$ cat src/rtl/seg_serial_tx.sv
// Serial transmitter for the 64-bit segment pattern. It shifts the pattern out LSB first
// on seg_clk and then pulses seg_latch to drive the cascaded display shift registers.
module seg_serial_tx #(
  parameter int CLK_DIV = 2
) (
  input  logic        clk,
  input  logic        rst_n,
  input  logic        start,
  input  logic [63:0] SEG_TXT,
  output logic        seg_clk,
  output logic        seg_sout,
  output logic        seg_latch,
  output logic        busy,
  output logic        done
);

  localparam int PW = (CLK_DIV > 1) ? $clog2(CLK_DIV) : 1;
  localparam logic [PW-1:0] PH_LAST = PW'(CLK_DIV - 1);

  localparam logic [2:0] IDLE     = 3'd0;
  localparam logic [2:0] SHIFT_LO = 3'd1;
  localparam logic [2:0] SHIFT_HI = 3'd2;
  localparam logic [2:0] LATCH    = 3'd3;
  localparam logic [2:0] DONE     = 3'd4;

  logic [2:0]    state;
  logic [PW-1:0] phase;
  logic [5:0]    bit_cnt;
  logic [5:0]    nxt_bit;
  logic [63:0]   shadow;
  logic          phase_end;

  assign phase_end = (phase == PH_LAST);
  assign nxt_bit   = bit_cnt + 6'd1;

  always_ff @(posedge clk or negedge rst_n) begin
    if (!rst_n) begin
      state     <= IDLE;
      phase     <= '0;
      bit_cnt   <= '0;
      shadow    <= '0;
      seg_clk   <= 1'b0;
      seg_sout  <= 1'b0;
      seg_latch <= 1'b0;
      busy      <= 1'b0;
      done      <= 1'b0;
    end else begin
      done <= 1'b0;
      case (state)
        // DONE behaves as IDLE so that a start held high re-triggers without a gap cycle
        IDLE, DONE: begin
          seg_clk   <= 1'b0;
          seg_sout  <= 1'b0;
          seg_latch <= 1'b0;
          busy      <= 1'b0;
          phase     <= '0;
          bit_cnt   <= '0;
          if (start) begin
            shadow   <= SEG_TXT;
            seg_sout <= SEG_TXT[0];
            busy     <= 1'b1;
            state    <= SHIFT_LO;
          end else begin
            state <= IDLE;
          end
        end
        SHIFT_LO: begin
          if (phase_end) begin
            phase   <= '0;
            seg_clk <= 1'b1;
            state   <= SHIFT_HI;
          end else begin
            phase <= phase + PW'(1);
          end
        end
        SHIFT_HI: begin
          if (phase_end) begin
            phase   <= '0;
            seg_clk <= 1'b0;
            if (bit_cnt == 6'd63) begin
              seg_latch <= 1'b1;
              seg_sout  <= 1'b0;
              state     <= LATCH;
            end else begin
              bit_cnt  <= nxt_bit;
              seg_sout <= shadow[nxt_bit];
              state    <= SHIFT_LO;
            end
          end else begin
            phase <= phase + PW'(1);
          end
        end
        LATCH: begin
          if (phase_end) begin
            phase     <= '0;
            seg_latch <= 1'b0;
            busy      <= 1'b0;
            done      <= 1'b1;
            state     <= DONE;
          end else begin
            phase <= phase + PW'(1);
          end
        end
        default: state <= IDLE;
      endcase
    end
  end

endmodule
$ cat config.mk
export PLATFORM = sky130hd
export DESIGN_NAME = seg_serial_tx
export DESIGN_NICKNAME = d
export VERILOG_FILES = /design/src/rtl/seg_serial_tx.sv
export SDC_FILE = /design/constraint.sdc
export NUM_CORES = 1
export LEC_CHECK = 0
export ABC_CLOCK_PERIOD_IN_PS = 2800
export CAP_MARGIN = 10
export CORE_MARGIN = 4
export CORE_UTILIZATION = 39
export CTS_CLUSTER_DIAMETER = 40
export DETAILED_ROUTE_END_ITERATION = 10
export MAX_ROUTING_LAYER = met4
export SETUP_SLACK_MARGIN = 0.1
export SKIP_CTS_REPAIR_TIMING = 1
export SYNTH_ARGS = -nofsm -noshare
export SYNTH_HDL_FRONTEND = slang
export SYNTH_SLANG_ARGS = --single-unit
$ cat constraint.sdc
create_clock -name clk -period 2.8 [get_ports clk]
set_input_delay 0.56 -clock clk [delete_from_list [all_inputs] [get_ports clk]]
set_output_delay 0.56 -clock clk [all_outputs]
set_load 0.01 [all_outputs]
# Word-level counts from Yosys, hierarchy flattened
# Index checks and enable logic that the tools add are counted.
[totals]
register_bits = 79
latchBits = 0
mem_bits_rw = 0
romBits = 0
in_bits = 67
output_inout_bits = 5
wordCells = 64
n_memories = 0
[op_classes]
addsub = 2
n_mul = 0
div_mod_pow = 0
magnitude_cmp = 1
n_eq_ne = 10
n_shift = 0
n_mux = 27
bitwise_logic = 0
n_reduce_logical = 15
[ops]
columns = ["op", "n"]
rows = [
  ["2-to-1 mux 1 bit", 13],
  ["2-to-1 mux 6 bit", 2],
  ["one-hot mux 3 bit (4 select lines)", 1],
  ["one-hot mux 6 bit (2 select lines)", 1],
  ["inequality test 2 bit (second input constant)", 5],
  ["2-to-1 mux 3 bit", 3],
  ["AND reduction 3 bit", 3],
  ["less-than comparator 6 x 7 -> 1 bit (second input constant)", 1],
  ["adder 6 x 1 -> 6 bit (second input constant)", 1],
  ["binary-select mux 1 bit (select 6 bit)", 1],
  ["== test 3 x 2 -> 1 bit (second input constant)", 2],
  ["== test 6 bit (second input constant)", 1],
  ["one-hot mux 1 bit (2 select lines)", 3],
  ["one-hot mux 1 bit (3 select lines)", 2],
  ["AND reduction 2 bit", 3],
  ["nonzero test 2 bit", 3],
  ["nonzero test 3 bit", 2],
  ["AND reduction 4 bit", 1],
  ["== test 3 x 1 -> 1 bit (second input constant)", 1],
  ["== test 3 bit (second input constant)", 1],
  ["zero test 3 bit", 1],
  ["OR reduction 3 bit", 1],
  ["2-to-1 mux 2 bit", 1],
  ["OR reduction 2 bit", 1],
  ["adder 1 bit (second input constant)", 1],
]

# Depth between registers and ports, before layout
# Gate-level depths: netlist (run 1).
[depth]
depth_word = 6
depth_mapped = 10

# Worst setup path after synthesis (run 1)
# OpenSTA, ideal clock, no wires.
[synth_timing]
kind = "reg-to-reg"
startpoint = "register bit_cnt[0]"
endpoint = "register seg_sout"
arrival_ps = 2025
required_ps = 2665
setup_slack_ps = 640
path_stages_with_launch = 8
synth_period_minus_slack_ps = 2160
path_cell_list = "dfrtp_1 ha_1 buf_6 buf_12 mux4_2 mux4_2 nand2_1 nand3_1"
[synth_via]
elab_chain_cells = 6
word_cells_on_any_way = 7
cone_classes = "add/sub: 1; eq/ne: 1; mux: 5"
[synth_lines]
columns = ["item", "line_no", "source"]
rows = [
  ["start, declared", "28", "logic [5:0] bit_cnt;"],
  ["start signal, assigned", "85", "bit_cnt <= nxt_bit;"],
  ["adder 6 x 1 -> 6 bit", "34", "assign nxt_bit = bit_cnt + 6'd1;"],
  ["binary-select mux 1 bit (select 6 bit)", "86", "seg_sout <= shadow[nxt_bit];"],
  ["2-to-1 mux 1 bit (not written as such)", "86", ""],
  ["2-to-1 mux 1 bit *", "80", "if (bit_cnt == 6'd63) begin"],
  ["2-to-1 mux 1 bit *", "77", "if (phase_end) begin"],
  ["one-hot mux 1 bit (2 select lines) *", "49", "case (state)"],
  ["end signal, assigned", "60", "seg_sout <= SEG_TXT[0];"],
  ["end signal, assigned", "86", ""],
  ["end, declared", "11", "output logic seg_sout,"],
]
# Every way passes the cells marked *; elsewhere a longest branch is shown, timed or not. The select of a mux whose other input is x is not followed.
# A chain may end at the register's enable or synchronous reset.

# Worst setup path in the final report (run 1)
[layout_timing]
startpoint = "register bit_cnt[1]"
endpoint = "register seg_sout"
# Same word-level chain as after synthesis.

==> impl_metrics.json, run 1 <==
{
  "reg2reg_depth": 7,
  "dr.pass1.iters": 4,
  "ios": 72,
  "finalWirelength_microns": 8680,
  "worst_pin_slew_ns": 1.01,
  "powerDensity_nw_per_um2": 421,
  "place_ws_ns": 0.362,
  "max_slew_margin_pct": 32.6,
  "p_sw_share_pct": 23.2,
  "r2r_slack_ns": 0.35,
  "start_kind": "flop",
  "chipHeight_microns": 107,
  "hold_class": "in2async",
  "hold_violations": 0,
  "hpwl_microns": 6190,
  "yosys.cell_types.count": 39,
  "ys.flop_type": "dfrtp_1",
  "p_sw_uw": 466,
  "gr-total-overflow": 0,
  "die_area_sq_um": 11400,
  "layout-drive-gt1-share_pct": 7.82,
  "ant_nets": 0,
  "finalSetupViolCount": 0,
  "ys_async_sr_fraction_pct": 100,
  "clock-sinks": 79,
  "htreeDepth": 3,
  "rsz0062_at_grt": "no",
  "antenna_found_initial": 0,
  "synth-simple-area-share_pct": 25.3,
  "synth_fa_ha_area_share_pct": 0.329,
  "cts_tree": "done",
  "slowest_stage": "mux4_2",
  "place_congestion": 0.807,
  "grt_pass1_vias": 2940,
  "synth.top_cell.area_share_pct": 52.0,
  "fin_util_pct": 50.9,
  "cpPeakStageDelay_ns": 0.55,
  "grt_usage_pct": 16.4,
  "finalCritPeriodShare_pct": 87.5,
  "synth_xor_area_share_pct": 1.35,
  "pwr-share-clk_pct": 37.6,
  "critPathBufInv": 1,
  "register_area_sq_um": 1980,
  "synth-edff-count": 0,
  "core_area_sq_um": 9370,
  "comb_power_share_pct": 5.7,
  "clockRootBuffer": "clkbuf_8",
  "p_int_uw": 1540,
  "ys_seq_area_share_pct": 52.0,
  "drv_slew": 0,
  "finalWorstSetupSlack_ns": 0.351,
  "synth_top_cell_by_area": "dfrtp_1",
  "syn_area_sq_um": 3800,
  "synthMuxAreaShare_pct": 12.4,
  "yosys-top-cells-count": "199 x nand2_1, 79 x dfrtp_1, 13 x clkbuf_1, 13 x mux2i_1",
  "r2r-start": "bit_cnt[1]",
  "grt_max_degree": 80,
  "multi_input_area_sq_um": 1670,
  "fin_crit_ns": 2.45,
  "syn-mean-instance-area_sq_um": 9.44,
  "fin_nets": 536,
  "drc": 0,
  "required_ns": 3.02,
  "synth_compound_area_share_pct": 4.51,
  "fmax_mhz": 408,
  "drt_iter0_drc": 138,
  "insertion_delay_ns": 0.35,
  "syn_inst": 403,
  "antennaDiodeCount": 0,
  "rows": 35,
  "ir_drop_uv": 218,
  "cts-buffers-inserted": 9,
  "cp-endpoint": "seg_sout",
  "initial_core_util_pct": 40.6,
  "vias": 2902,
  "crit_chain": "ha_1 > buf_4 > mux4_2 > mux2i_1 > mux2i_1 > a222oi_1 > nand3_1",
  "critPathLaunch": "bit_cnt[1]",
  "outcome": "complete, no violations",
  "synth_top_family_by_area": "simple AND/OR/NAND/NOR gates",
  "ys_ff_latch": 79,
  "cts_max_path_buffers": 2,
  "cp_max_fo": 25,
  "crit_arrival_ns": 2.67,
  "avgRoutedWirePerCell_microns": 14.4,
  "synth_nets": 471,
  "r2r-end": "seg_sout",
  "cp_top_family": "multiplexers",
  "cp_common_cell": "mux2i_1",
  "viasPerCell": 4.82,
  "worst-path-stages": 7,
  "setup_tns_ns": 0,
  "power.total_uw": 2010,
  "grt_pass1_wl_microns": 14300,
  "p_leak_uw": 0.00235,
  "clkTransAtPathRegs_ns": 0.08,
  "nFillCells": 938,
  "port_buffers": 71,
  "drv_cap": 0,
  "post-synth-top-count-cell": "nand2_1",
  "crit_path_end_kind": "flop",
  "clock-skew-final_ns": 0.00703,
  "synth_area_leaders": "dfrtp_1 52%, nand2_1 20%, mux4_2 5.9%, mux2i_1 3.4%, mux4_1 2.8%",
  "seq_power_share_pct": 56.7,
  "die_x_microns": 107,
  "area_growth_pct": 25.4,
  "synth_warnings": 0,
  "setup.worst_path.class": "reg2reg"
}
[stage by stage]
step	std cells	instance area, sq um	hold slack [ns]
floorplan	403	3800	0.264
global placement	586	4600	0.457
detailed placement	586	4600	0.457
CTS	602	4770	0.412
global route	602	4770	0.462
finish	602	4770	0.347
[power by group through the flow]
stage / Sequential, uW / Clock [uW] / Combinational (uW)
6_report: 1140 / 756 / 115
3_5_place_dp: 1160 / 0 / 117
2_1_floorplan: 1160 / 0 / 1.06
3_3_place_gp: 1160 / 0 / 116
4_1_cts: 1140 / 784 / 117
5_1_grt: 1140 / 832 / 124
[cell families (layout without fill, tap and decap cells)]
| family | Yosys count | in the layout |
|---|---|---|
| adders and majority gates | 1 | 1 |
| AOI/OAI and AO/OA | 26 | 26 |
| xor gates and xnor gates | 5 | 5 |
| muxes | 28 | 28 |
| buffers and inverters | 28 | 98 |
| and+or+nand+nor | 236 | 236 |
| DFF | 79 | 79 |
[worst min-delay path by stage]
stage / startpoint / end / slack, ns / depth (start not counted)
global route: rst_n / bit_cnt[4] / 0.46 / 1
CTS: rst_n / shadow[54] / 0.41 / 1
finish: rst_n / shadow[56] / 0.35 / 1
global placement: shadow[36] / shadow[36] / 0.46 / 2
detailed placement: shadow[62] / shadow[62] / 0.46 / 2
floorplan: rst_n / bit_cnt[0] / 0.26 / 0
[layout by cell type, fill, tap and decap left out, types with 2 or more instances in the layout]
cell and instances:
nand2_1 198, dfrtp_1 79, clkdlybuf4s50_1 70, mux2i_1 13, o21ai_0 10, mux4_2 10, clkbuf_8 9, nand3_1 7
nor3b_1 6, buf_4 6, nor2_1 5, inv_1 5, clkinvlp_4 5, nor2b_1 4, o22ai_1 4, mux4_1 4
and3_1 3, nor3_1 3, a21oi_1 2, xnor2_1 2, a21o_1 2, and2_1 2, nand3b_1 2, xor2_1 2
a211oi_1 2, nand2b_1 2
[final cells by class]
| class | instances | area share [%] |
|---|---|---|
| Sequential cell | 79 | 41.4 |
| Timing Repair Buffer | 77 | 16.1 |
| Multi-Input combinational cell | 296 | 35.1 |
| Clock buffer | 10 | 2.68 |
| Inverter | 5 | 0.393 |
| Clock inverter | 6 | 0.970 |
| Tap cell | 129 | 3.38 |
[metal layers]
| metal | global-route usage, % | vias up | wire length [microns] |
|---|---|---|---|
| met4 | 4.66 | 0 | 116 |
| met5 | - | - | 0 |
| met2 | 26.1 | 70 | 4310 |
| li1 | - | 1453 | - |
| met3 | 4.03 | 11 | 450 |
| met1 | 21.0 | 1368 | 3800 |
[worst reg2reg max path, cell delays in order (launching register included)]
cell and delay (ns):
dfrtp_1 0.43, ha_1 0.30, buf_4 0.33, mux4_2 0.55, mux2i_1 0.19, mux2i_1 0.10, a222oi_1 0.32, nand3_1 0.12
[flip-flops by register name, indices dropped and copies added, names as in the netlist]
signal and count:
seg_clk 1, phase 1, state 3, done 1
seg_sout 1, shadow 64, busy 1, seg_latch 1
bit_cnt 6
Note: power is estimated with default switching activity, not from simulation.
==> inputs of run 2 (changes only) <==
--- a/config.mk
+++ b/config.mk
@@ -12,8 +12,9 @@
 export CTS_CLUSTER_DIAMETER = 40
 export DETAILED_ROUTE_END_ITERATION = 10
 export MAX_ROUTING_LAYER = met4
-export SETUP_SLACK_MARGIN = 0.1
+export SETUP_SLACK_MARGIN = 0.3
 export SKIP_CTS_REPAIR_TIMING = 1
+export SKIP_LAST_GASP = 1
 export SYNTH_ARGS = -nofsm -noshare
 export SYNTH_HDL_FRONTEND = slang
 export SYNTH_SLANG_ARGS = --single-unit
==> impl_metrics.json, run 2 (same netlist as run 1, synthesis figures left out) <==
{
  "outcome": "complete, no violations",
  "finalCritPeriodShare_pct": 84.5,
  "ir_drop_uv": 218,
  "p_leak_uw": 0.00234,
  "final_common_cell": "nand2_1",
  "chipHeight_microns": 107,
  "hpwl_microns": 6190,
  "clock-skew-final_ns": 0.00846,
  "antennaDiodeCount": 0,
  "layout-drive-gt1-share_pct": 8.03,
  "dr.pass1.iters": 4,
  "final_cell_mix": "198 x nand2_1, 79 x dfrtp_1, 70 x clkdlybuf4s50_1, 13 x mux2i_1",
  "core_area_sq_um": 9370,
  "rsz0062_at_grt": "no",
  "vias": 2918,
  "powerDensity_nw_per_um2": 421,
  "place_inst": 586,
  "whs_ns": 0.364,
  "ant_nets": 0,
  "largest_reg_flops": 64,
  "fmax_mhz": 422,
  "clkTransAtPathRegs_ns": 0.08,
  "worst_pin_slew_ns": 0.995,
  "finalWirelength_microns": 8630,
  "finalSetupViolCount": 0,
  "insertion_delay_ns": 0.35,
  "drt_iter0_drc": 114,
  "cts_max_path_buffers": 2,
  "cts_tree": "done",
  "rows": 35,
  "setup.worst_path.class": "reg2reg",
  "cp_max_fo": 25,
  "fin_nets": 536,
  "hold_violations": 0,
  "hold_class": "in2async",
  "fin_crit_ns": 2.37,
  "top_register": "shadow",
  "setup_tns_ns": 0,
  "grt_pass1_vias": 2940,
  "area_growth_pct": 25.7,
  "clock-sinks": 79,
  "viasPerCell": 4.85,
  "cts-buffers-inserted": 9,
  "grt_usage_pct": 16.4,
  "crit_arrival_ns": 2.59,
  "place_congestion": 0.807,
  "final_cells": 602,
  "crit_path_end_kind": "flop",
  "required_ns": 3.02,
  "port_buffers": 71,
  "clockRootBuffer": "clkbuf_8",
  "die_x_microns": 107,
  "antenna_found_initial": 0,
  "drc": 0,
  "grt_pass1_wl_microns": 14300,
  "start_kind": "flop",
  "ios": 72,
  "drv_cap": 0,
  "nFillCells": 939,
  "avgRoutedWirePerCell_microns": 14.3,
  "initial_core_util_pct": 40.6,
  "grt_max_degree": 80,
  "reg_top3": "shadow x64, bit_cnt x6, state x3",
  "gr-total-overflow": 0,
  "max_slew_margin_pct": 33.7,
  "drv_slew": 0,
  "die_area_sq_um": 11400,
  "htreeDepth": 3
}
## run 2: cell counts in the layout (fill, tap and decap cells not counted)
Identical to the previous run, type by type.
## run 2: path summary, 6_finish.rpt
kind	startpoint	to	slack, ns	depth (start not counted)
max	bit_cnt[1]	seg_sout	0.43	7
min in group clk	shadow[62]	shadow[62]	0.47	2
max reg2reg	bit_cnt[1]	seg_sout	0.43	7
min	rst_n	shadow[52]	0.36	1
max in group asynchronous	rst_n	shadow[43]	1.78	1
min reg2reg	shadow[62]	shadow[62]	0.47	2
## run 2: power breakdown
group | switching, uW | internal (uW)
logic | 34.4 | 80.1
clock network | 432 | 325
registers | 0 | 1140
## run 2: metrics by stage
step           cell area [sq um]  util [%]  power, uW  worst slack [ns]
2_1_floorplan               3800         -       1160             0.640
3_3_place_gp                4600      49.1       1280             0.462
3_5_place_dp                4600      49.1       1280             0.362
4_1_cts                     4770      50.9       2040             0.359
5_1_grt                     4780      51.0       2100             0.320
6_report                    4780      51.0       2010             0.433
## run 2: critical path, cell delays in order, from the launching register on
cell,delay (ns)
dfrtp_1,0.43
ha_2,0.36
buf_8,0.21
mux4_2,0.52
mux2i_1,0.19
mux2i_1,0.10
a222oi_1,0.31
nand3_1,0.11
## run 2: per-layer routing
metal / share of wire [%] / track usage (%) / routed length [microns] / vias to the layer above
met5: 0 / - / 0 / -
met4: 1.3 / 4.66 / 116 / 0
met3: 4.7 / 4.03 / 407 / 11
met2: 50 / 26.1 / 4290 / 67
met1: 44 / 21.0 / 3810 / 1390
li1: - / - / - / 1450
## run 2: cell type report
cell class | instances | area, sq um | area share (%)
repair buffers | 77 | 773 | 16.2
flip-flops and latches | 79 | 1980 | 41.4
clock inverters | 6 | 46.3 | 0.968
inverters | 5 | 18.8 | 0.393
well taps | 129 | 161 | 3.38
clock buffers | 10 | 128 | 2.67
multi-input cells | 296 | 1680 | 35.1
